<file path="config.mk">
export PLATFORM = sky130hd
export DESIGN_NAME = stream_box_downsampler_flat
export DESIGN_NICKNAME = d
export VERILOG_FILES = /design/src/rtl/stream_box_downsampler_pkg.sv /design/src/rtl/stream_box_downsampler_if.sv /design/src/rtl/stream_box_downsampler_tile_acc.sv /design/src/rtl/stream_box_downsampler.sv /design/src/flat_wrapper.sv
export SDC_FILE = /design/constraint.sdc
export NUM_CORES = 2
export LEC_CHECK = 0
export ABC_AREA = 1
export CAP_MARGIN = 20
export CORE_ASPECT_RATIO = 0.6
export CORE_MARGIN = 2
export CORE_UTILIZATION = 55
export CTS_BUF_LIST = sky130_fd_sc_hd__clkbuf_4 sky130_fd_sc_hd__clkbuf_8
export DETAILED_ROUTE_END_ITERATION = 7
export HOLD_SLACK_MARGIN = 0.02
export PLACE_DENSITY = 0.78
export SYNTH_ARGS = -nofsm -noshare
export SYNTH_HDL_FRONTEND = slang
export SYNTH_HIERARCHICAL = 1
export SYNTH_SLANG_ARGS = --single-unit
</file>
<file path="constraint.sdc">
create_clock -name D5M_PIXCLK -period 8.3 [get_ports D5M_PIXCLK]
set_clock_uncertainty 0.05 [all_clocks]
set_input_delay 0.83 -clock D5M_PIXCLK [delete_from_list [all_inputs] [get_ports D5M_PIXCLK]]
set_output_delay 0.83 -clock D5M_PIXCLK [all_outputs]
set_load 0.02 [all_outputs]
</file>
<file path="src/rtl/stream_box_downsampler_pkg.sv">
// stream_box_downsampler: shared types, sizing helpers
// and default-geometry derived constants.
package sbd_pkg;

  typedef enum logic [2:0] {
    IDLE,
    CLEAR,
    WAIT_SOF,
    CAPTURE,
    DRAIN,
    DONE
  } sbd_state_e;

  function automatic int clog2(input int v);
    int r;
    r = 0;
    for (int p = 1; p < v; p = p * 2) r++;
    return r;
  endfunction

  function automatic int frame_n(input int out_size, input int pad);
    return out_size + 2 * pad;
  endfunction

  function automatic int crop_edge(input int out_size, input int scale);
    return out_size * scale;
  endfunction

  function automatic int shift_of(input int scale);
    return 2 * clog2(scale);
  endfunction

  function automatic int acc_w(input int pix_w, input int scale);
    return pix_w + shift_of(scale);
  endfunction

  localparam int N         = frame_n(28, 2);
  localparam int CROP_EDGE = crop_edge(28, 16);
  localparam int SHIFT     = shift_of(16);
  localparam int ACC_W     = acc_w(12, 16);

endpackage

</file>
<file path="src/rtl/stream_box_downsampler_if.sv">
// stream_box_downsampler: image RAM write port bundle.
// The downsampler is master, the RAM is slave.
interface stream_box_downsampler_if #(
  parameter int AW    = 10,
  parameter int OUT_W = 8
) ();
  logic             mem_we;
  logic [AW-1:0]    mem_waddr;
  logic [OUT_W-1:0] mem_wdata;

  modport master (
    output mem_we, mem_waddr, mem_wdata
  );

  modport slave (
    input mem_we, mem_waddr, mem_wdata
  );
endinterface

</file>
<file path="src/rtl/stream_box_downsampler_tile_acc.sv">
// sbd_tile_acc: one accumulator per tile column;
// accumulate, or read top bits and clear one entry.
module sbd_tile_acc #(
  parameter int OUT_SIZE = 28,
  parameter int PIX_W    = 12,
  parameter int ACC_W    = 20,
  parameter int OUT_W    = 8,
  parameter int CW       = 5
) (
  input  logic             D5M_PIXCLK,
  input  logic             rst_n,
  input  logic             clr,
  input  logic             acc_en,
  input  logic [CW-1:0]    acc_col,
  input  logic [PIX_W-1:0] acc_data,
  input  logic             drn_en,
  input  logic [CW-1:0]    drn_idx,
  output logic [OUT_W-1:0] drn_top
);

  logic [ACC_W-1:0] acc [OUT_SIZE];

  // average = sum >> SHIFT; its top OUT_W bits are
  // simply the top OUT_W bits of the sum
  assign drn_top = acc[drn_idx][ACC_W-1 -: OUT_W];

  // single port: clear-all, drain-clear or accumulate
  always_ff @(posedge D5M_PIXCLK or negedge rst_n) begin
    if (!rst_n) begin
      for (int i = 0; i < OUT_SIZE; i++) acc[i] <= '0;
    end else if (clr) begin
      for (int i = 0; i < OUT_SIZE; i++) acc[i] <= '0;
    end else if (drn_en) begin
      acc[drn_idx] <= '0;
    end else if (acc_en) begin
      acc[acc_col] <= acc[acc_col] + ACC_W'(acc_data);
    end
  end

endmodule

</file>
<file path="src/rtl/stream_box_downsampler.sv">
// stream_box_downsampler: crop, box-average and pad one
// camera frame straight into an image RAM write port.
module stream_box_downsampler
  import sbd_pkg::*;
#(
  parameter int IN_W     = 640,
  parameter int CROP_X0  = 96,
  parameter int CROP_Y0  = 16,
  parameter int SCALE    = 16,
  parameter int OUT_SIZE = 28,
  parameter int PAD      = 2,
  parameter int PIX_W    = 12,
  parameter int OUT_W    = 8,
  parameter int PAD_VAL  = 0,
  parameter int INVERT   = 1,
  parameter int AW       = 10
) (
  input  logic             D5M_PIXCLK,
  input  logic             rst_n,
  input  logic             start,
  input  logic             abort,
  input  logic [PIX_W-1:0] pix_data,
  input  logic             pix_dval,
  input  logic [15:0]      pix_x,
  input  logic [15:0]      pix_y,
  input  logic             frame_val,
  output logic             busy,
  output logic             done,
  output logic             overrun,
  stream_box_downsampler_if.master mem
);

  localparam int NPIX = frame_n(OUT_SIZE, PAD);
  localparam int NN   = NPIX * NPIX;
  localparam int EDGE = crop_edge(OUT_SIZE, SCALE);
  localparam int LS   = clog2(SCALE);
  localparam int AWID = acc_w(PIX_W, SCALE);
  localparam int CW   = (clog2(OUT_SIZE) < 1) ? 1 : clog2(OUT_SIZE);

  localparam logic [15:0] X0   = 16'(CROP_X0);
  localparam logic [15:0] X1   = 16'(CROP_X0 + EDGE);
  localparam logic [15:0] XW   = 16'(IN_W);
  localparam logic [15:0] Y0   = 16'(CROP_Y0);
  localparam logic [15:0] Y1   = 16'(CROP_Y0 + EDGE);
  localparam logic [15:0] XL   = 16'(EDGE - 1);
  localparam logic [15:0] MASK = 16'(SCALE - 1);
  localparam logic [OUT_W-1:0] PADV = OUT_W'(PAD_VAL);

  sbd_state_e       state, state_n;
  logic [AW:0]      cnt, cnt_n;
  logic [CW-1:0]    by, by_n;
  logic             trunc, trunc_n;
  logic             fv_q, ovr_q, ovr_n;
  logic             done_q, busy_q;
  logic             we_q, we_d;
  logic [AW-1:0]    waddr_q, waddr_d;
  logic [OUT_W-1:0] wdata_q, wdata_d;
  logic             clr, acc_en, drn_en;
  logic [15:0]      dx, dy;
  logic             in_crop, tile_end;
  logic             fv_rise, fv_fall;
  logic [OUT_W-1:0] drn_top, pix_out;
  logic [AW-1:0]    drn_addr;

  assign dx = pix_x - X0;
  assign dy = pix_y - Y0;
  assign in_crop = pix_dval
                 && pix_x >= X0 && pix_x < X1
                 && pix_x < XW
                 && pix_y >= Y0 && pix_y < Y1;
  assign tile_end = ((dy & MASK) == MASK) && (dx == XL);
  assign fv_rise  = frame_val && !fv_q;
  assign fv_fall  = !frame_val && fv_q;
  assign pix_out  = (INVERT != 0) ? ~drn_top : drn_top;
  assign drn_addr = AW'((PAD + int'(by)) * NPIX
                        + PAD + int'(cnt[CW-1:0]));

  sbd_tile_acc #(
    .OUT_SIZE (OUT_SIZE),
    .PIX_W    (PIX_W),
    .ACC_W    (AWID),
    .OUT_W    (OUT_W),
    .CW       (CW)
  ) u_acc (
    .D5M_PIXCLK (D5M_PIXCLK),
    .rst_n      (rst_n),
    .clr        (clr),
    .acc_en     (acc_en),
    .acc_col    (dx[LS +: CW]),
    .acc_data   (pix_data),
    .drn_en     (drn_en),
    .drn_idx    (cnt[CW-1:0]),
    .drn_top    (drn_top)
  );

  // next state, counters and the write to register
  always_comb begin
    state_n = state;
    cnt_n   = cnt;
    by_n    = by;
    trunc_n = trunc;
    ovr_n   = ovr_q;
    we_d    = 1'b0;
    waddr_d = '0;
    wdata_d = '0;
    clr     = 1'b0;
    acc_en  = 1'b0;
    drn_en  = 1'b0;
    if (abort) begin
      state_n = IDLE;
      cnt_n   = '0;
      by_n    = '0;
      trunc_n = 1'b0;
      clr     = 1'b1;
    end else begin
      unique case (state)
        IDLE: begin
          clr     = 1'b1;
          by_n    = '0;
          trunc_n = 1'b0;
          if (start) begin
            state_n = CLEAR;
            cnt_n   = (AW+1)'(1);
            ovr_n   = 1'b0;
            we_d    = 1'b1;
            wdata_d = PADV;
          end
        end
        CLEAR: begin
          if (cnt == (AW+1)'(NN)) begin
            state_n = WAIT_SOF;
            cnt_n   = '0;
          end else begin
            we_d    = 1'b1;
            waddr_d = cnt[AW-1:0];
            wdata_d = PADV;
            cnt_n   = cnt + 1'b1;
          end
        end
        WAIT_SOF: begin
          if (fv_rise) state_n = CAPTURE;
        end
        CAPTURE: begin
          if (fv_fall) begin
            state_n = DONE;
          end else if (in_crop) begin
            acc_en = 1'b1;
            if (tile_end) begin
              state_n = DRAIN;
              cnt_n   = '0;
            end
          end
        end
        DRAIN: begin
          drn_en  = 1'b1;
          we_d    = 1'b1;
          waddr_d = drn_addr;
          wdata_d = pix_out;
          if (in_crop) ovr_n = 1'b1;
          if (fv_fall) trunc_n = 1'b1;
          if (cnt[CW-1:0] == CW'(OUT_SIZE - 1)) begin
            cnt_n = '0;
            if (by == CW'(OUT_SIZE - 1) || trunc || fv_fall) begin
              state_n = DONE;
            end else begin
              by_n    = by + 1'b1;
              state_n = CAPTURE;
            end
          end else begin
            cnt_n = cnt + 1'b1;
          end
        end
        DONE: state_n = IDLE;
        default: state_n = IDLE;
      endcase
    end
  end

  // state and registered outputs; busy drops as done pulses
  always_ff @(posedge D5M_PIXCLK or negedge rst_n) begin
    if (!rst_n) begin
      state   <= IDLE;
      cnt     <= '0;
      by      <= '0;
      trunc   <= 1'b0;
      fv_q    <= 1'b0;
      ovr_q   <= 1'b0;
      done_q  <= 1'b0;
      busy_q  <= 1'b0;
      we_q    <= 1'b0;
      waddr_q <= '0;
      wdata_q <= '0;
    end else begin
      state   <= state_n;
      cnt     <= cnt_n;
      by      <= by_n;
      trunc   <= trunc_n;
      fv_q    <= frame_val;
      ovr_q   <= ovr_n;
      done_q  <= (state == DONE);
      busy_q  <= (state_n != IDLE);
      we_q    <= we_d;
      waddr_q <= waddr_d;
      wdata_q <= wdata_d;
    end
  end

  assign busy          = busy_q;
  assign done          = done_q;
  assign overrun       = ovr_q;
  assign mem.mem_we    = we_q;
  assign mem.mem_waddr = waddr_q;
  assign mem.mem_wdata = wdata_q;

endmodule
</file>
<file path="src/flat_wrapper.sv">
// flat-port wrapper written by rule: the top's interface ports become plain ports
module stream_box_downsampler_flat import sbd_pkg::*;
#(
  parameter int IN_W     = 640,
  parameter int CROP_X0  = 96,
  parameter int CROP_Y0  = 16,
  parameter int SCALE    = 16,
  parameter int OUT_SIZE = 28,
  parameter int PAD      = 2,
  parameter int PIX_W    = 12,
  parameter int OUT_W    = 8,
  parameter int PAD_VAL  = 0,
  parameter int INVERT   = 1,
  parameter int AW       = 10
)
  (D5M_PIXCLK, rst_n, start, abort, pix_data, pix_dval, pix_x, pix_y, frame_val, busy, done, overrun, mem_mem_we, mem_mem_waddr, mem_mem_wdata);
  stream_box_downsampler_if #(.AW(AW), .OUT_W(OUT_W)) mem_i ();
  input  logic D5M_PIXCLK;
  input  logic rst_n;
  input  logic start;
  input  logic abort;
  input  logic [PIX_W-1:0] pix_data;
  input  logic pix_dval;
  input  logic [15:0] pix_x;
  input  logic [15:0] pix_y;
  input  logic frame_val;
  output logic busy;
  output logic done;
  output logic overrun;
  output wire logic [$bits(mem_i.mem_we)-1:0] mem_mem_we;
  output wire logic [$bits(mem_i.mem_waddr)-1:0] mem_mem_waddr;
  output wire logic [$bits(mem_i.mem_wdata)-1:0] mem_mem_wdata;
  assign mem_mem_we = mem_i.mem_we;
  assign mem_mem_waddr = mem_i.mem_waddr;
  assign mem_mem_wdata = mem_i.mem_wdata;
  stream_box_downsampler #(.IN_W(IN_W), .CROP_X0(CROP_X0), .CROP_Y0(CROP_Y0), .SCALE(SCALE), .OUT_SIZE(OUT_SIZE), .PAD(PAD), .PIX_W(PIX_W), .OUT_W(OUT_W), .PAD_VAL(PAD_VAL), .INVERT(INVERT), .AW(AW)) u_core (.D5M_PIXCLK(D5M_PIXCLK), .rst_n(rst_n), .start(start), .abort(abort), .pix_data(pix_data), .pix_dval(pix_dval), .pix_x(pix_x), .pix_y(pix_y), .frame_val(frame_val), .busy(busy), .done(done), .overrun(overrun), .mem(mem_i));
endmodule
</file>
==> impl_metrics.toml <==
[drt]
num_vias = 38634
firstDrtPassIters = 8
drtAntennaViolNets = 0
drc = 83
wire_per_inst_um = 24.9
drt_wl_total_um = 147000
drt-vias-per-instance = 6.55
initialDrtViolationCount = 7613

[floorplan]
die_h_um = 201
dieArea_um2 = 67000
die_x_um = 333
pin_count = 72
start_util_pct = 55.5
core-area_um2 = 64300
row_count = 72

[critical_path]
endpoint = "u_core/u_acc/acc[275]"
reg2regPathDepth = 19
worst-path-stages = 25
path_common_cell = "nand2_1"
crit_family = "buffers and inverters"
path_buf_inv = 6
start_kind = "input port"
crit_arrival_ns = 7.75
cp_slowest_stage_delay_ns = 0.95
crit_slowest_cell = "nand3_2"
reg2reg_slack_ns = 2.83
r2r_end = "u_core/u_acc/acc[275]"
cp_data_required_time_ns = 8.87
crit_start = "pix_x[5]"
critical_path_class = "in -> reg"
critPathMaxFanout = 28
r2r-start = "u_core/u_acc/acc[490]"
end_kind = "flop"

[synthesis]
yosysSeqAreaShare_pct = 42.3
synth-main-ff-cell = "dfrtp_1"
ys_ff_latch = 603
synth_fp_nets = 5030
synthArstFlopShare_pct = 100
synthCells = 4959
synth_warnings = 6
synth_edf_count = 0
synth_cell_type_count = 58
syn_area_um2 = 35700
syn_area_per_cell_um2 = 7.20

[sta]
period_share_pct = 86.6
timing.final.hold_violations = 0
tightest_slew_ns = 1.29
rsz0062_at_grt = "false"
maxSlewViolCount = 0
tns_ns = 0
fin_crit_ns = 7.18
max_freq_ghz = 0.139
relSlewSlack_pct = 13.0
finalSetupViolCount = 0

[final_layout]
synthToLayoutAreaGrowth_pct = 10.1
final_cell_mix = "1324 x nand2_1, 737 x o21ai_0, 673 x inv_1"
final_common_cell = "nand2_1"
drive_gt1_share_pct = 8.19
nets = 5042

[hold_path]
hold_path.class = "reg -> reg"

[pwr]
ir_drop_mv = 0.153
power_mw = 6.42
power.leakage_nw = 17.3
power_density_nw_per_um2 = 163

[global_route]
overflow = 0
grt_pass1_vias = 35118
track_usage_pct = 43.1
grt_pass1_wl_um = 220000
antenna_found_initial = 2
grt_max_degree = 162

[placed_design]
hpwl_um = 96200
portBuffers = 71
gp_congestion = 1.05

[clock_tree]
postCtsSetupBuffers = 0
post_cts_resized = 0
clk_latency_ns = 0.76
htree_num_levels = 3
cts_tree = "built"
clock_sinks = 603
root_buffer = "clkbuf_8"
cts.path.max_buffers = 3
cts_buffers = 94
clk_pin_slew_worst_paths_ns = 0.07

[flow_run]
max-cap-violations = 0

[run_status]
violations = "DRC"
outcome = "complete, but fails checks"
logic make-up after synthesis:
logic type / Yosys count / share of synthesized area (%)
AOI/OAI and AO/OA: 1547 / 24.7
xor gates and xnor gates: 23 / 0.638
adders and majority gates: 21 / 0.757
buffers and inverters: 943 / 10.4
DFF: 603 / 42.3
and+or+nand+nor: 1822 / 21.3
worst reg2reg max path, cell delays in order, from the launching register on:
cell and delay [ns]:
dfrtp_1 0.36, inv_1 0.07, o22ai_1 0.11, a221oi_1 0.61, nor2_1 0.16, a221oi_1 0.81
nand4_1 0.26, ha_1 0.45, a21oi_1 0.16, o21ai_0 0.10, a21oi_1 0.12, nand2_1 0.13
nand3_1 0.16, nand2_4 0.13, nand2_1 0.10, nand3_2 0.95, nand3_1 0.38, nand2_1 0.09
nand2_1 0.09, nand2_1 0.06
timing repair:
item	in CTS	in global routing
endpoints found under the hold margin	67	0
hold buffers	1	0
setup endpoints to repair	0	0
worst min path at each step:
stage | from | end | depth (start not counted)
final | u_core/u_acc/acc[193] | u_core/u_acc/acc[193] | 2
after CTS | u_core/u_acc/acc[518] | u_core/u_acc/acc[518] | 2
after floorplan | u_core/u_acc/acc[259] | u_core/u_acc/acc[259] | 2
after global routing | u_core/u_acc/acc[555] | u_core/u_acc/acc[555] | 2
after global placement | u_core/u_acc/acc[419] | u_core/u_acc/acc[419] | 2
after detailed placement | u_core/u_acc/acc[518] | u_core/u_acc/acc[518] | 2
stage by stage:
step                      setup slack (ns)  hold WS, ns  util [%]  std cells  cell area [um^2]
final                                 1.12        0.432      61.1       5898             39300
after global routing                  1.09        0.442      61.1       5896             39300
after CTS                             1.23        0.433      61.0       5890             39200
after detailed placement             0.456        0.415      57.8       5719             37200
after global placement               0.606        0.412      57.8       5719             37200
after floorplan                       3.31        0.399         -       4959             35700
final cells by class:
| cell class | instances | area (um^2) |
|---|---|---|
| fill | 5756 | 25000 |
| multi-input combinational | 3413 | 17000 |
| sequential | 603 | 15100 |
| inverter | 702 | 2650 |
| clock buffer | 139 | 1780 |
| timing repair buffer | 157 | 1440 |
| tap | 851 | 1060 |
| clock inverter | 31 | 258 |
| antenna | 2 | 5.00 |
flip-flops by register name, summed over array words and instances, names as in the netlist:
register	cells
u_core/busy	1
u_core/fv_q	1
u_core/mem.mem_waddr	10
u_core/trunc	1
u_core/cnt	11
u_core/state	3
u_core/mem.mem_wdata	8
u_core/u_acc/acc	560
u_core/mem.mem_we	1
u_core/done	1
u_core/by	5
u_core/overrun	1
power by group:
group	leakage [nW]	internal (mW)	switching [mW]	total, mW
combinational	7.81	0.121	0.542	0.663
sequential	8.40	2.96	0.00837	2.97
clock	1.09	1.47	1.32	2.79
total	17.3	4.55	1.87	6.42
routing by layer:
| layer | vias up | track usage, % | routed length, um |
|---|---|---|---|
| met5 | - | 0 | 0 |
| met4 | 0 | 18.9 | 7790 |
| met3 | 651 | 22.9 | 30400 |
| met2 | 3582 | 53.5 | 53500 |
| met1 | 17815 | 60.7 | 55500 |
| li1 | 16586 | - | - |
cell usage after synthesis, types with 3 or more instances:
master	count	area (um^2)
o31ai_1	5	37.5
buf_2	42	210
nor3_2	4	40.0
clkbuf_1	149	559
nor2_1	194	728
a221oi_1	38	333
nand2_2	14	87.6
o22ai_1	399	2500
o21ai_2	7	61.3
inv_4	4	25.0
o211ai_1	4	30.0
o21bai_1	19	143
nand2_1	1328	4980
dfrtp_1	603	15100
ha_1	20	250
o21ai_1	149	746
inv_1	674	2530
nor2_2	35	219
clkinv_1	6	22.5
nand3_2	5	50.1
nor3_4	5	81.3
inv_2	18	67.6
a21boi_0	4	30.0
nand2_4	7	78.8
xor2_1	13	114
nand4_1	25	156
o221ai_1	26	228
buf_6	6	67.6
a22oi_1	27	203
o2111ai_1	6	52.6
buf_1	31	116
a21oi_1	91	455
a22o_1	8	70.1
nand3_1	163	816
xnor2_1	8	70.1
o2111a_1	3	33.8
o21ai_0	737	3690
a21oi_2	12	105
a211oi_1	3	22.5
buf_4	13	97.6
nor2_4	22	248
nor3_1	16	80.1
Power figures use the tool's default switching activity.
